## src/rtl/oam_line_scanner_pkg.sv

```systemverilog
// Shared sprite/OAM types and constants for the PPU sprite path.
// Used by the line scanner and by the sprite fetcher.
package oam_line_scanner_pkg;

    localparam int unsigned SPRITE_Y_OFFSET      = 16;
    localparam int unsigned MAX_SPRITES_PER_LINE = 10;
    localparam int unsigned SLOT_INDEX_W         = 8;

    typedef struct packed {
        logic       bg_priority;
        logic       y_flip;
        logic       x_flip;
        logic       dmg_palette;
        logic       vram_bank;
        logic [2:0] cgb_palette;
    } sprite_flags_t;

    // One OAM entry as it appears on oam_data: {Y, X, Tile, Flags}
    typedef struct packed {
        logic [7:0]    y;
        logic [7:0]    x;
        logic [7:0]    tile;
        sprite_flags_t flags;
    } sprite_attr_t;

    typedef struct packed {
        logic [SLOT_INDEX_W-1:0] index;
        logic [7:0]              x;
        logic [7:0]              tile;
        sprite_flags_t           flags;
    } sprite_slot_t;

    typedef enum logic [1:0] {
        ST_IDLE,
        ST_SCAN,
        ST_FLUSH
    } scan_state_e;

endpackage

```

## src/rtl/sprite_y_match.sv

```systemverilog
// Vertical coverage test: does line ly fall inside a sprite's Y span.
// Unsigned 9-bit arithmetic so Y values near 255 do not wrap.
module sprite_y_match
    import oam_line_scanner_pkg::*;
(
    input  logic [7:0] ly,
    input  logic [7:0] y,
    input  logic       size16,
    output logic       hit_c
);

    logic [8:0] line_pos;
    logic [8:0] y_top;
    logic [8:0] y_end;

    assign line_pos = {1'b0, ly} + 9'(SPRITE_Y_OFFSET);
    assign y_top    = {1'b0, y};
    assign y_end    = y_top + (size16 ? 9'd16 : 9'd8);
    assign hit_c    = (line_pos >= y_top) && (line_pos < y_end);

endmodule

```

## src/rtl/oam_line_scanner.sv

```systemverilog
// Mode-2 OAM search: on each line start, walks OAM and latches the first
// MAX_PER_LINE sprites covering the line into a slot list for the fetcher.
module oam_line_scanner
    import oam_line_scanner_pkg::*;
#(
    parameter int unsigned  NUM_SPRITES  = 40,
    parameter int unsigned  MAX_PER_LINE = MAX_SPRITES_PER_LINE,
    parameter bit           EARLY_EXIT   = 1'b0,
    localparam int unsigned IW           = $clog2(NUM_SPRITES),
    localparam int unsigned CW           = $clog2(MAX_PER_LINE + 1),
    localparam int unsigned SW           = $clog2(MAX_PER_LINE)
) (
    input  logic          clk,
    input  logic          reset_n,
    input  logic          lcd_enable,
    input  logic          sprite_size,
    input  logic          start,
    input  logic [7:0]    ly,
    output logic          oam_rd,
    output logic [IW-1:0] oam_addr,
    input  logic [31:0]   oam_data,
    output logic          busy,
    output logic          done,
    output logic [CW-1:0] count,
    input  logic [SW-1:0] slot_sel,
    output logic [IW-1:0] slot_index,
    output logic [7:0]    slot_x,
    output logic [7:0]    slot_tile,
    output logic [7:0]    slot_flags
);

    scan_state_e   state_q, state_d;
    logic          busy_q, busy_d;
    logic          done_q, done_d;
    logic          rd_q, rd_d;
    logic [IW-1:0] addr_q, addr_d;
    logic [CW-1:0] count_q, count_d;
    logic [7:0]    ly_q, ly_d;
    logic          size_q, size_d;
    logic          req_q, req_d;
    logic [IW-1:0] idx_q, idx_d;
    logic          slot_we;

    sprite_attr_t  attr;
    sprite_slot_t  slot_d;
    sprite_slot_t  slots_q [MAX_PER_LINE];
    logic          hit_c;
    logic          full;
    logic          take;
    logic          fills;
    logic          last_req;

    assign attr = oam_data;

    sprite_y_match u_y_match (
        .ly     (ly_q),
        .y      (attr.y),
        .size16 (size_q),
        .hit_c  (hit_c)
    );

    // req_q/idx_q mark the beat whose data is on oam_data this cycle
    assign full     = (count_q == CW'(MAX_PER_LINE));
    assign take     = req_q && hit_c && !full;
    assign fills    = take && (count_q == CW'(MAX_PER_LINE - 1));
    assign last_req = (addr_q == IW'(NUM_SPRITES - 1));
    assign slot_d   = '{index: SLOT_INDEX_W'(idx_q), x: attr.x, tile: attr.tile, flags: attr.flags};

    always_comb begin
        state_d = state_q;
        busy_d  = busy_q;
        done_d  = 1'b0;
        rd_d    = rd_q;
        addr_d  = addr_q;
        count_d = count_q;
        ly_d    = ly_q;
        size_d  = size_q;
        req_d   = rd_q;
        idx_d   = addr_q;
        slot_we = 1'b0;

        if (take) begin
            slot_we = 1'b1;
            count_d = count_q + CW'(1);
        end

        case (state_q)
            ST_IDLE: begin
                if (start) begin
                    state_d = ST_SCAN;
                    busy_d  = 1'b1;
                    rd_d    = 1'b1;
                    addr_d  = '0;
                    count_d = '0;
                    ly_d    = ly;
                    size_d  = sprite_size;
                end
            end
            ST_SCAN: begin
                if (last_req || (EARLY_EXIT && fills)) begin
                    state_d = ST_FLUSH;
                    rd_d    = 1'b0;
                end else begin
                    addr_d = addr_q + IW'(1);
                end
            end
            ST_FLUSH: begin
                // The final in-flight beat is compared (or discarded when full) here
                if (req_q) begin
                    state_d = ST_IDLE;
                    busy_d  = 1'b0;
                    done_d  = 1'b1;
                end
            end
            default: state_d = ST_IDLE;
        endcase

        // Display off overrides everything, including a same-cycle start
        if (!lcd_enable) begin
            state_d = ST_IDLE;
            busy_d  = 1'b0;
            done_d  = 1'b0;
            rd_d    = 1'b0;
            req_d   = 1'b0;
            count_d = '0;
            slot_we = 1'b0;
        end
    end

    always_ff @(posedge clk or negedge reset_n) begin
        if (!reset_n) begin
            state_q <= ST_IDLE;
            busy_q  <= 1'b0;
            done_q  <= 1'b0;
            rd_q    <= 1'b0;
            addr_q  <= '0;
            count_q <= '0;
            ly_q    <= '0;
            size_q  <= 1'b0;
            req_q   <= 1'b0;
            idx_q   <= '0;
        end else begin
            state_q <= state_d;
            busy_q  <= busy_d;
            done_q  <= done_d;
            rd_q    <= rd_d;
            addr_q  <= addr_d;
            count_q <= count_d;
            ly_q    <= ly_d;
            size_q  <= size_d;
            req_q   <= req_d;
            idx_q   <= idx_d;
        end
    end

    always_ff @(posedge clk or negedge reset_n) begin
        if (!reset_n) begin
            for (int i = 0; i < int'(MAX_PER_LINE); i++) begin
                slots_q[i] <= '0;
            end
        end else if (slot_we) begin
            slots_q[count_q[SW-1:0]] <= slot_d;
        end
    end

    assign oam_rd     = rd_q;
    assign oam_addr   = addr_q;
    assign busy       = busy_q;
    assign done       = done_q;
    assign count      = count_q;

    // 16-line sprites use an even/odd tile pair, so the fetcher sees the even tile
    assign slot_index = IW'(slots_q[slot_sel].index);
    assign slot_x     = slots_q[slot_sel].x;
    assign slot_tile  = {slots_q[slot_sel].tile[7:1], slots_q[slot_sel].tile[0] & ~size_q};
    assign slot_flags = slots_q[slot_sel].flags;

endmodule
```

## config.mk

```make
export PLATFORM = sky130hd
export DESIGN_NAME = oam_line_scanner
export DESIGN_NICKNAME = d
export VERILOG_FILES = /design/src/rtl/oam_line_scanner_pkg.sv /design/src/rtl/sprite_y_match.sv /design/src/rtl/oam_line_scanner.sv
export SDC_FILE = /design/constraint.sdc
export NUM_CORES = 1
export LEC_CHECK = 0
export CORE_AREA = 2 2 189 191
export DETAILED_ROUTE_END_ITERATION = 16
export DIE_AREA = 0 0 191 193
export PLACE_DENSITY = 0.65
export RECOVER_POWER = 25
export SLEW_MARGIN = 15
export SYNTH_ARGS = -nofsm -noshare
export SYNTH_HDL_FRONTEND = slang
export SYNTH_SLANG_ARGS = --single-unit
```

## constraint.sdc

```tcl
create_clock -name clk -period 3.3 [get_ports clk]
set_clock_uncertainty 0.1 [all_clocks]
set_input_delay 0.33 -clock clk [delete_from_list [all_inputs] [get_ports clk]]
set_output_delay 0.33 -clock clk [all_outputs]
set_load 0.01 [all_outputs]
```

Word-level counts from Yosys, hierarchy flattened

Cells that the tools add are included.

$add $sub $neg: 4
$lt $le $gt $ge: 5
Equal/unequal tests: 11
Mux-type cells: 32
Bitwise operators: 4
Reduce and logical (&&, ||, !) cells: 12

Operator list:

| kind                                                                          | number |
|---|---|
| 320-bit bitwise mux                                                           | 1 |
| 32-bit binary-select mux with 4-bit select                                    | 1 |
| 32-bit demux with 4-bit select                                                | 1 |
| 30-bit two-way mux                                                            | 2 |
| 32-bit two-way mux                                                            | 1 |
| 4-bit two-way mux                                                             | 4 |
| 6-bit two-way mux                                                             | 2 |
| 6-bit one-hot mux with 2 select lines                                         | 1 |
| 3-bit AND reduction                                                           | 4 |
| 1-bit two-way mux                                                             | 11 |
| 5-bit >= comparator (second input constant)                                   | 2 |
| 4-bit inverter with 5-bit output                                              | 2 |
| 8-bit by 5-bit adder with 9-bit output (second input constant)                | 1 |
| 8-bit by 9-bit adder with 9-bit output                                        | 1 |
| 9-bit by 8-bit >= comparator with 1-bit output                                | 1 |
| 9-bit less-than comparator                                                    | 1 |
| 3-bit inequality test (second input constant)                                 | 3 |
| 2-bit two-way mux                                                             | 4 |
| 6-bit by 1-bit adder with 6-bit output (second input constant)                | 1 |
| 6-bit equality test (second input constant)                                   | 1 |
| 3-bit by 1-bit inequality test with 1-bit output (second input constant)      | 2 |
| 2-bit one-hot mux with 3 select lines                                         | 1 |
| 5-bit by 1-bit less-than comparator with 1-bit output (second input constant) | 1 |
| 5-bit two-way mux                                                             | 1 |
| 13 further kinds                                                              | 18 |

Register bits after elaboration: 351
Bits of input ports: 49
Logic and storage cells: 168

Longest topological paths before layout

Gate-level depths: netlist (run 1).

Depth in word-level cells: 10
Depth in mapped cells: 14

By module

Synthesis (run 1) repeated with hierarchy kept, for this count alone.

Cells, all modules: 1101
Area, all modules: 15640.0 um^2

By module, submodules not included:

| module           | instances | cells an instance | area each (um^2) | seq. area each (um^2) |
|---|---|---|---|---|
| oam_line_scanner | 1         | 1036              | 15133.3          | 8282.9 |
| sprite_y_match   | 1         | 65                | 506.7            | 0.0 |

Worst setup path before layout (run 1)

Ideal clock, no wire load.

Kind: register -> register
Start: register size_q
End: register slots_q[288] (netlist bit)
Setup time: 0.125 ns
Arrival time: 3.297 ns
Data required time: 3.075 ns
Setup slack: -0.222 ns
Cell stages (with the launch flop): 15
Cell sequence: dfrtp_1 inv_1 ha_1 inv_1 fa_1 nor3_1 xnor2_1 ha_1 a21oi_1 a21boi_1 a2111oi_4 o211a_4 and4b_4 buf_6 mux2_2

Longest elaborated chain between the ends: 8

Ends and longest elaborated chain:

| what                                   | RTL line                | source |
|---|---|---|
| from (decl)                            | oam_line_scanner.sv:39  | `logic size_q, size_d;` |
| from (signal assigned)                 | oam_line_scanner.sv:150 | `size_q <= size_d;` |
| 5-bit two-way mux                      | sprite_y_match.sv:18    | `assign y_end = y_top + (size16 ? 9'd16 : 9'd8);` |
| 8-bit by 9-bit adder with 9-bit output | sprite_y_match.sv:18    |  |
| 9-bit less-than comparator             | sprite_y_match.sv:19    | `assign hit_c = (line_pos >= y_top) && (line_pos < y_end);` |
| 1-bit logical AND                      | sprite_y_match.sv:19    |  |
| 1-bit logical AND (2 in a row)         | oam_line_scanner.sv:64  | `assign take = req_q && hit_c && !full;` |
| 1-bit two-way mux                      | oam_line_scanner.sv:82  | `if (take) begin` |
| 1-bit two-way mux                      | oam_line_scanner.sv:119 | `if (!lcd_enable) begin` |
| to (signal, indexed assignment)        | oam_line_scanner.sv:162 | `slots_q[count_q[SW-1:0]] <= slot_d;` |
| to (decl)                              | oam_line_scanner.sv:46  | `sprite_slot_t slots_q [MAX_PER_LINE];` |

No other way between the ends.
A chain may end at the register's enable or synchronous reset.

Final worst setup path (run 1)

Start: register size_q
End: register slots_q[289] (netlist bit)

The elaborated chain is that of the path after synthesis.

==> results of run 1 <==
power breakdown:
part           switching, uW  leakage, uW  internal, uW
clock network           1660     0.000599          2490
registers                147      0.00456          4270
logic                    503      0.00401           629
cell type report:
cell class	instances	area (um2)	area share
Sequential cell	331	8280	0.416
Multi-Input combinational cell	621	7470	0.375
Timing Repair Buffer	172	2260	0.114
Clock buffer	57	1150	0.0580
Tap cell	461	577	0.0290
Clock inverter	8	80.1	0.00402
Inverter	19	71.3	0.00358
Antenna cell	1	2.50	0.000126
critical path, delay by kind of cell, from the launching register on:
kind	cells	cell delay, ns
fa+ha+maj	3	0.76
flops	1	0.38
mux	1	0.34
simple gates	2	0.47
compound gates	4	0.78
buf+inv	3	0.33
xor+xnor	1	0.14
through the flow:
stage | std cells | hold WS [ns] | TNS (ns)
after floorplan | 1068 | -0.0656 | 0
after global placement | 1580 | 0.223 | -148.35
after detailed placement | 1580 | 0.227 | -148.92
after CTS | 1651 | 0.269 | -6.35
after global routing | 1669 | 0.305 | -46.52
final | 1670 | 0.291 | -6.94
cell families (layout without fill, tap and decap cells):
| logic type | Yosys count | count (layout) | synth area share |
|---|---|---|---|
| compound gates | 96 | 96 | 0.0439 |
| simple gates | 95 | 95 | 0.0320 |
| flops | 331 | 331 | 0.532 |
| xor+xnor | 9 | 9 | 0.00506 |
| other cells | 0 | 1 | 0 |
| buf+inv | 116 | 256 | 0.0368 |
| fa+ha+maj | 23 | 23 | 0.0190 |
| mux | 398 | 398 | 0.331 |
sequential cells by signal, summed over array words and instances (netlist names), 2 cells and up:
name / count
count: 4
idx_q: 6
ly_q: 8
oam_addr: 6
slots_q: 300
state_q: 2
Yosys cell counts (7+ instances only):
library cell / count / area share
nand2_1: 39 / 0.0094
o21ai_0: 12 / 0.0039
nor2_1: 18 / 0.0043
nand3_1: 10 / 0.0032
mux2_2: 328 / 0.24
dfrtp_1: 331 / 0.53
buf_2: 20 / 0.0064
buf_1: 32 / 0.0077
a221oi_1: 29 / 0.016
a21oi_1: 37 / 0.012
ha_1: 22 / 0.018
clkbuf_1: 30 / 0.0072
inv_1: 19 / 0.0046
mux2_1: 7 / 0.0051
buf_6: 15 / 0.011
mux4_2: 60 / 0.087
how the worst max path moves through the flow:
stage                       startpoint           end  slack, ns  cells after the start
after global placement    oam_data[27]  slots_q[171]      -0.55                     15
after global routing            size_q   slots_q[89]      -0.24                     16
after floorplan                 size_q  slots_q[288]       0.01                     14
after CTS                       size_q  slots_q[165]      -0.07                     15
final                           size_q  slots_q[289]      -0.10                     14
after detailed placement  oam_data[27]  slots_q[162]      -0.56                     15
repair_timing:
action,CTS,global route
endpoints found under the hold margin,61,0
gates resized for setup,81,129
hold buffers,1,0
cloned,3,15
pin swaps,2,2
setup buffers,2,3
endpoints found under the setup margin,297,300
routing by layer:
layer | track usage | vias to the layer above | routed length [um]
met5 | 0 | - | 0
met4 | 0.0552 | 0 | 850
met3 | 0.0266 | 54 | 1580
met2 | 0.323 | 197 | 18400
met1 | 0.285 | 5071 | 18400
li1 | - | 4168 | -
==> reports/metrics.csv, run 1 <==
stage;metric;value;unit
worst_setup_path;cpPeakStageDelay;0.38;ns
clock_network;cts-htree-levels;2;
clock_network;cts_max_path_buffers;3;
power_and_ir_drop;total_power;9700;uW
route;viasPerCell;5.68;
synthesis;synth_cell_type_count;47;
global_routing;gr-total-overflow;0;
global_routing;grt_pass1_vias;9941;
floorplanning;row_count;69;
placed_design;routabilityCongestion;0.780;
synthesis;ys_seq_area_frac;0.532;
sta;fin_crit_sh;1.03;
placed_design;post-place-ws;-0.557;ns
global_routing;grt_max_degree;93;
min_path;hold_path.class;in2reg;
synthesis;async_reset_ff_frac;1.00;
power_and_ir_drop;peakVddDrop;0.277;mV
clock_network;cts.reportedPaths.clkPinSlew;0.07;ns
worst_setup_path;cp_max_fo;9;
flow_run;maxCapViolCount;1;
worst_setup_path;cp-start-kind;flop;
route;dr.pass1.iters;5;
layout;utilization;0.569;
clock_network;cts_sinks;331;
global_routing;antenna_found_initial;0;
layout;fin_nets;1254;
global_routing;grt_pass1_wl;57100;um
floorplanning;fp.dieW;191;um
synthesis;ys_ff_latch;331;
min_path;min_from;ly[4];
min_path;min_path_cells;3;
placed_design;port_buffers;91;
sta;min_period;3.40;ns
worst_setup_path;reg2reg_slack;-0.10;ns
route;drtIter0Drc;698;
sta;hold_violations;0;
worst_setup_path;cp.arrival;3.71;ns
layout;drive_gt1_frac;0.458;
run_status;violations;capacitance limit, slew limit, setup timing;
worst_setup_path;ff2ff_path_depth;14;
layout;stdcell_area;19900;um2
synthesis;avgSynthCellArea;14.6;um2
worst_setup_path;r2r-start;size_q;
route;wl_per_cell;23.5;um
sta;timing.slew.headroom;-0.137;
clock_network;cts_buffers;37;
run_status;status;finished with violations;
sta;setup_slack;-0.105;ns
floorplanning;start_util;0.445;
synthesis;synth_flop_cell;dfrtp_1;
global_routing;grtUsageTotal;0.200;
min_path;holdPathEnd;ly_q[4];
synthesis;synth-edff-count;0;
synthesis;synthesis.nets;1140;
power_and_ir_drop;power_leakage;0.00918;uW
sta;worst_pin_slew;1.71;ns
clock_network;clk_latency;0.51;ns
worst_setup_path;worst-setup-path-type;reg2reg;
worst_setup_path;reg2reg_to;slots_q[289];
worst_setup_path;cp_data_required_time;3.61;ns
floorplanning;dieArea;36900;um2
worst_setup_path;path_common_cell;inv_2;
power_and_ir_drop;pwr_density_cell;488;nW/um2
floorplanning;coreArea;35000;um2
synthesis;yosysWarnings;0;
placed_design;dpl-instance-area;17400;um2
layout;final_common_cell;dfrtp_1;
sta;rsz0062_at_grt;true;
layout;syn_to_final_growth;27.8;%
route;drt-total-wl;39200;um
clock_network;clock-root-buffer;clkbuf_16;
worst_setup_path;worstPathCellList;inv_2 > ha_4 > inv_2 > fa_2 > nor3_4 > xnor2_1 > ha_1 > a21oi_2 > a21boi_2 > a2111oi_4 > o211a_4 > and4b_4 > clkbuf_16 > mux2_2;
route;drc;0;
floorplanning;die_h;193;um
layout;n_fill_cell;2756;
sta;fmax;294;MHz
clock_network;cts_tree;built;
sta;setup_viol;187;
route;vias;9490;
worst_setup_path;crit_slowest_cell;dfrtp_1;
worst_setup_path;end_kind;flop;
layout;final_cell_mix;331 x dfrtp_1, 178 x mux2_4, 150 x mux2_2;
sta;slew_viol_final;64;
synthesis;synthCells;1068;
floorplanning;pin_count;92;
synthesis;syn_area;15600;um2
placed_design;dp.final_hpwl;21600;um
route;ant_nets;0;
(Power assumes the default switching activity.)
==> inputs of run 2 (changes only) <==
--- a/config.mk
+++ b/config.mk
@@ -5,10 +5,9 @@
 export SDC_FILE = /design/constraint.sdc
 export NUM_CORES = 1
 export LEC_CHECK = 0
-export CORE_AREA = 2 2 189 191
+export CORE_AREA = 2 2 201 203
 export DETAILED_ROUTE_END_ITERATION = 16
-export DIE_AREA = 0 0 191 193
-export PLACE_DENSITY = 0.65
+export DIE_AREA = 0 0 203 205
 export RECOVER_POWER = 25
 export SLEW_MARGIN = 15
 export SYNTH_ARGS = -nofsm -noshare
==> reports/metrics.csv, run 2 (synthesized netlist as in run 1, its figures left out) <==
stage;metric;value;unit;change
run_status;status;finished with violations;;
run_status;violations;capacitance limit, slew limit, setup timing;;
layout;n_fill_cell;3267;;+19%
layout;fin_nets;1269;;+1.2%
flow_run;maxCapViolCount;1;;unchanged
route;ant_nets;0;;unchanged
global_routing;antenna_found_initial;0;;unchanged
layout;drive_gt1_frac;0.473;;+0.0153
power_and_ir_drop;peakVddDrop;0.330;mV;+19%
layout;largest-register;slots_q;;
layout;regArea;8280;um2;unchanged
global_routing;gr-usage-met3;0.0259;;-0.000676
global_routing;gr-total-overflow;0;;unchanged
clock_network;clock-root-buffer;clkbuf_16;;
route;wl_per_cell;23.0;um;-2.2%
sta;slew_viol_final;91;;+42%
global_routing;grt_max_degree;94;;+1.1%
layout;final_cell_mix;331 x dfrtp_1, 199 x mux2_4, 136 x mux2_2;;
layout;multi_input_area;7550;um2;+1.1%
global_routing;grt_pass1_wl;60100;um;+5.3%
placed_design;port_buffers;91;;unchanged
floorplanning;coreArea;39400;um2;+13%
clock_network;cts_tree;built;;
layout;utilization;0.514;;-0.0554
sta;hold_violations;0;;unchanged
layout;syn_to_final_growth;29.9;%;
min_path;hold_path.class;in2reg;;
sta;rsz0062_at_grt;true;;
sta;setup_slack;-0.106;ns;-0.00156 ns
layout;n_antenna_cell;0;;-1
floorplanning;row_count;73;;+5.8%
layout;fin_cells;1749;;+4.7%
min_path;holdPathEnd;ly_q[4];;
min_path;min_from;ly[4];;
worst_setup_path;r2r-start;size_q;;
clock_network;cts_sinks;331;;unchanged
clock_network;cts-htree-levels;2;;unchanged
clock_network;cts_buffers;38;;+2.7%
sta;worst_pin_slew;2.56;ns;+0.853 ns
placed_design;routabilityCongestion;0.762;;-2.3%
clock_network;cts.reportedPaths.clkPinSlew;0.06;ns;about the same
route;drc;0;;unchanged
floorplanning;fp.dieW;203;um;+6.3%
global_routing;grt_util_met2;0.311;;-0.0117
worst_setup_path;cp_data_required_time;3.61;ns;about the same
worst_setup_path;reg2reg_to;slots_q[111];;
floorplanning;pin_count;92;;unchanged
route;viasPerCell;5.46;;-4.0%
sta;setup_viol;165;;-12%
min_path;min_path_cells;3;;unchanged
route;dr.pass1.iters;4;;-1
global_routing;met1_usage;0.259;;-0.0258
sta;min_period;3.41;ns;+0.00156 ns
floorplanning;start_util;0.395;;-0.0498
global_routing;grt-busiest-layer;met2;;
clock_network;clk_latency;0.52;ns;about the same
worst_setup_path;ff2ff_path_depth;17;;+3
layout;largestRegisters;slots_q (300), ly_q (8);;
worst_setup_path;end_kind;flop;;
floorplanning;dieArea;41600;um2;+13%
power_and_ir_drop;pwr_density_cell;484;nW/um2;-0.71%
sta;timing.slew.headroom;-0.706;;-0.569
sta;fmax;294;MHz;about the same
global_routing;grtUsageTotal;0.186;;-0.0140
worst_setup_path;cp-start-kind;flop;;
global_routing;grt_pass1_vias;10200;;+2.8%
placed_design;dp.final_hpwl;22400;um;+4.2%
worst_setup_path;worst-setup-path-type;reg2reg;;
floorplanning;die_h;205;um;+6.2%
route;vias;9545;;+0.58%
layout;final_common_cell;dfrtp_1;;
worst_setup_path;cp.arrival;3.71;ns;about the same
power_and_ir_drop;power_leakage;0.00930;uW;+1.3%
sta;fin_crit_sh;1.03;;about the same
worst_setup_path;reg2reg_slack;-0.11;ns;about the same
route;drt-total-wl;40100;um;+2.4%
clock_network;cts_max_path_buffers;3;;unchanged
route;drtIter0Drc;496;;-29%
placed_design;place_inst;1648;;+4.3%
layout;largest_reg_flops;300;;unchanged
worst_setup_path;cp_max_fo;6;;-3
## run 2: changes by cell type in the layout (fill, tap and decap cells not counted), moves of 6 or more
cell and delta:
clkbuf_16 -6, mux2_1 -7, mux2_4 +21, buf_4 +7
mux2_2 -14
## run 2: cell type report
| type | count | area share |
|---|---|---|
| sequential | 331 | 0.410 |
| clock inverter | 16 | 0.00897 |
| inverter | 19 | 0.00353 |
| tap | 525 | 0.0325 |
| clock buffer | 51 | 0.0529 |
| multi-input combinational | 621 | 0.373 |
| timing repair buffer | 186 | 0.119 |
## run 2: metrics by stage
step	worst slack (ns)	hold WS, ns	total power, uW	instance area [um2]	TNS [ns]
after global routing	-0.283	0.263	10200	20200	-59.50
after global placement	-0.587	0.329	5510	17500	-150.95
after CTS	-0.117	0.244	9850	19300	-16.40
final	-0.106	0.262	9790	20200	-8.83
after floorplan	0.0115	-0.0656	5060	15600	0
after detailed placement	-0.627	0.335	5540	17500	-162.44
## run 2: timing repair
| item | in CTS | in global routing |
|---|---|---|
| setup buffers | 11 | 7 |
| resized for setup | 75 | 180 |
| hold buffers | 1 | 0 |
| endpoints found under the hold margin | 86 | 0 |
| gates cloned | 7 | 10 |
| endpoints found under the setup margin | 300 | 302 |
| pin swaps | 0 | 5 |
## run 2: critical path, stage by stage, from the launching register on
cell and delay (ns):
dfrtp_1 0.39, inv_2 0.09, ha_4 0.13, inv_2 0.03
fa_2 0.34, nor3_2 0.13, xnor2_1 0.13, ha_1 0.28
a21oi_2 0.17, a21boi_2 0.09, a2111oi_4 0.20, buf_4 0.17
o211ai_4 0.08, buf_6 0.15, nor2_4 0.14, buf_6 0.16
buf_12 0.16, mux2_2 0.34
## run 2: where the power goes
group	internal [uW]	total [uW]	leakage, uW	switching [uW]
Sequential	4280	4420	0.00456	148
Combinational	639	1160	0.00412	517
Clock	2520	4210	0.000612	1690
Total	7430	9790	0.00930	2360
## run 2: metal layers
metal | vias to the layer above | part of all wire
met5 | - | 0
li1 | 4192 | -
met2 | 142 | 0.49
met1 | 5169 | 0.47
met3 | 42 | 0.028
met4 | 0 | 0.015
## run 2: worst max path at each step
stage | start | cells after the start | end
6_report | size_q | 17 | slots_q[111]
5_1_grt | size_q | 16 | slots_q[213]
4_1_cts | size_q | 16 | slots_q[140]
3_5_place_dp | oam_data[27] | 15 | slots_q[149]
3_3_place_gp | oam_data[27] | 15 | slots_q[149]
2_1_floorplan | size_q | 14 | slots_q[288]
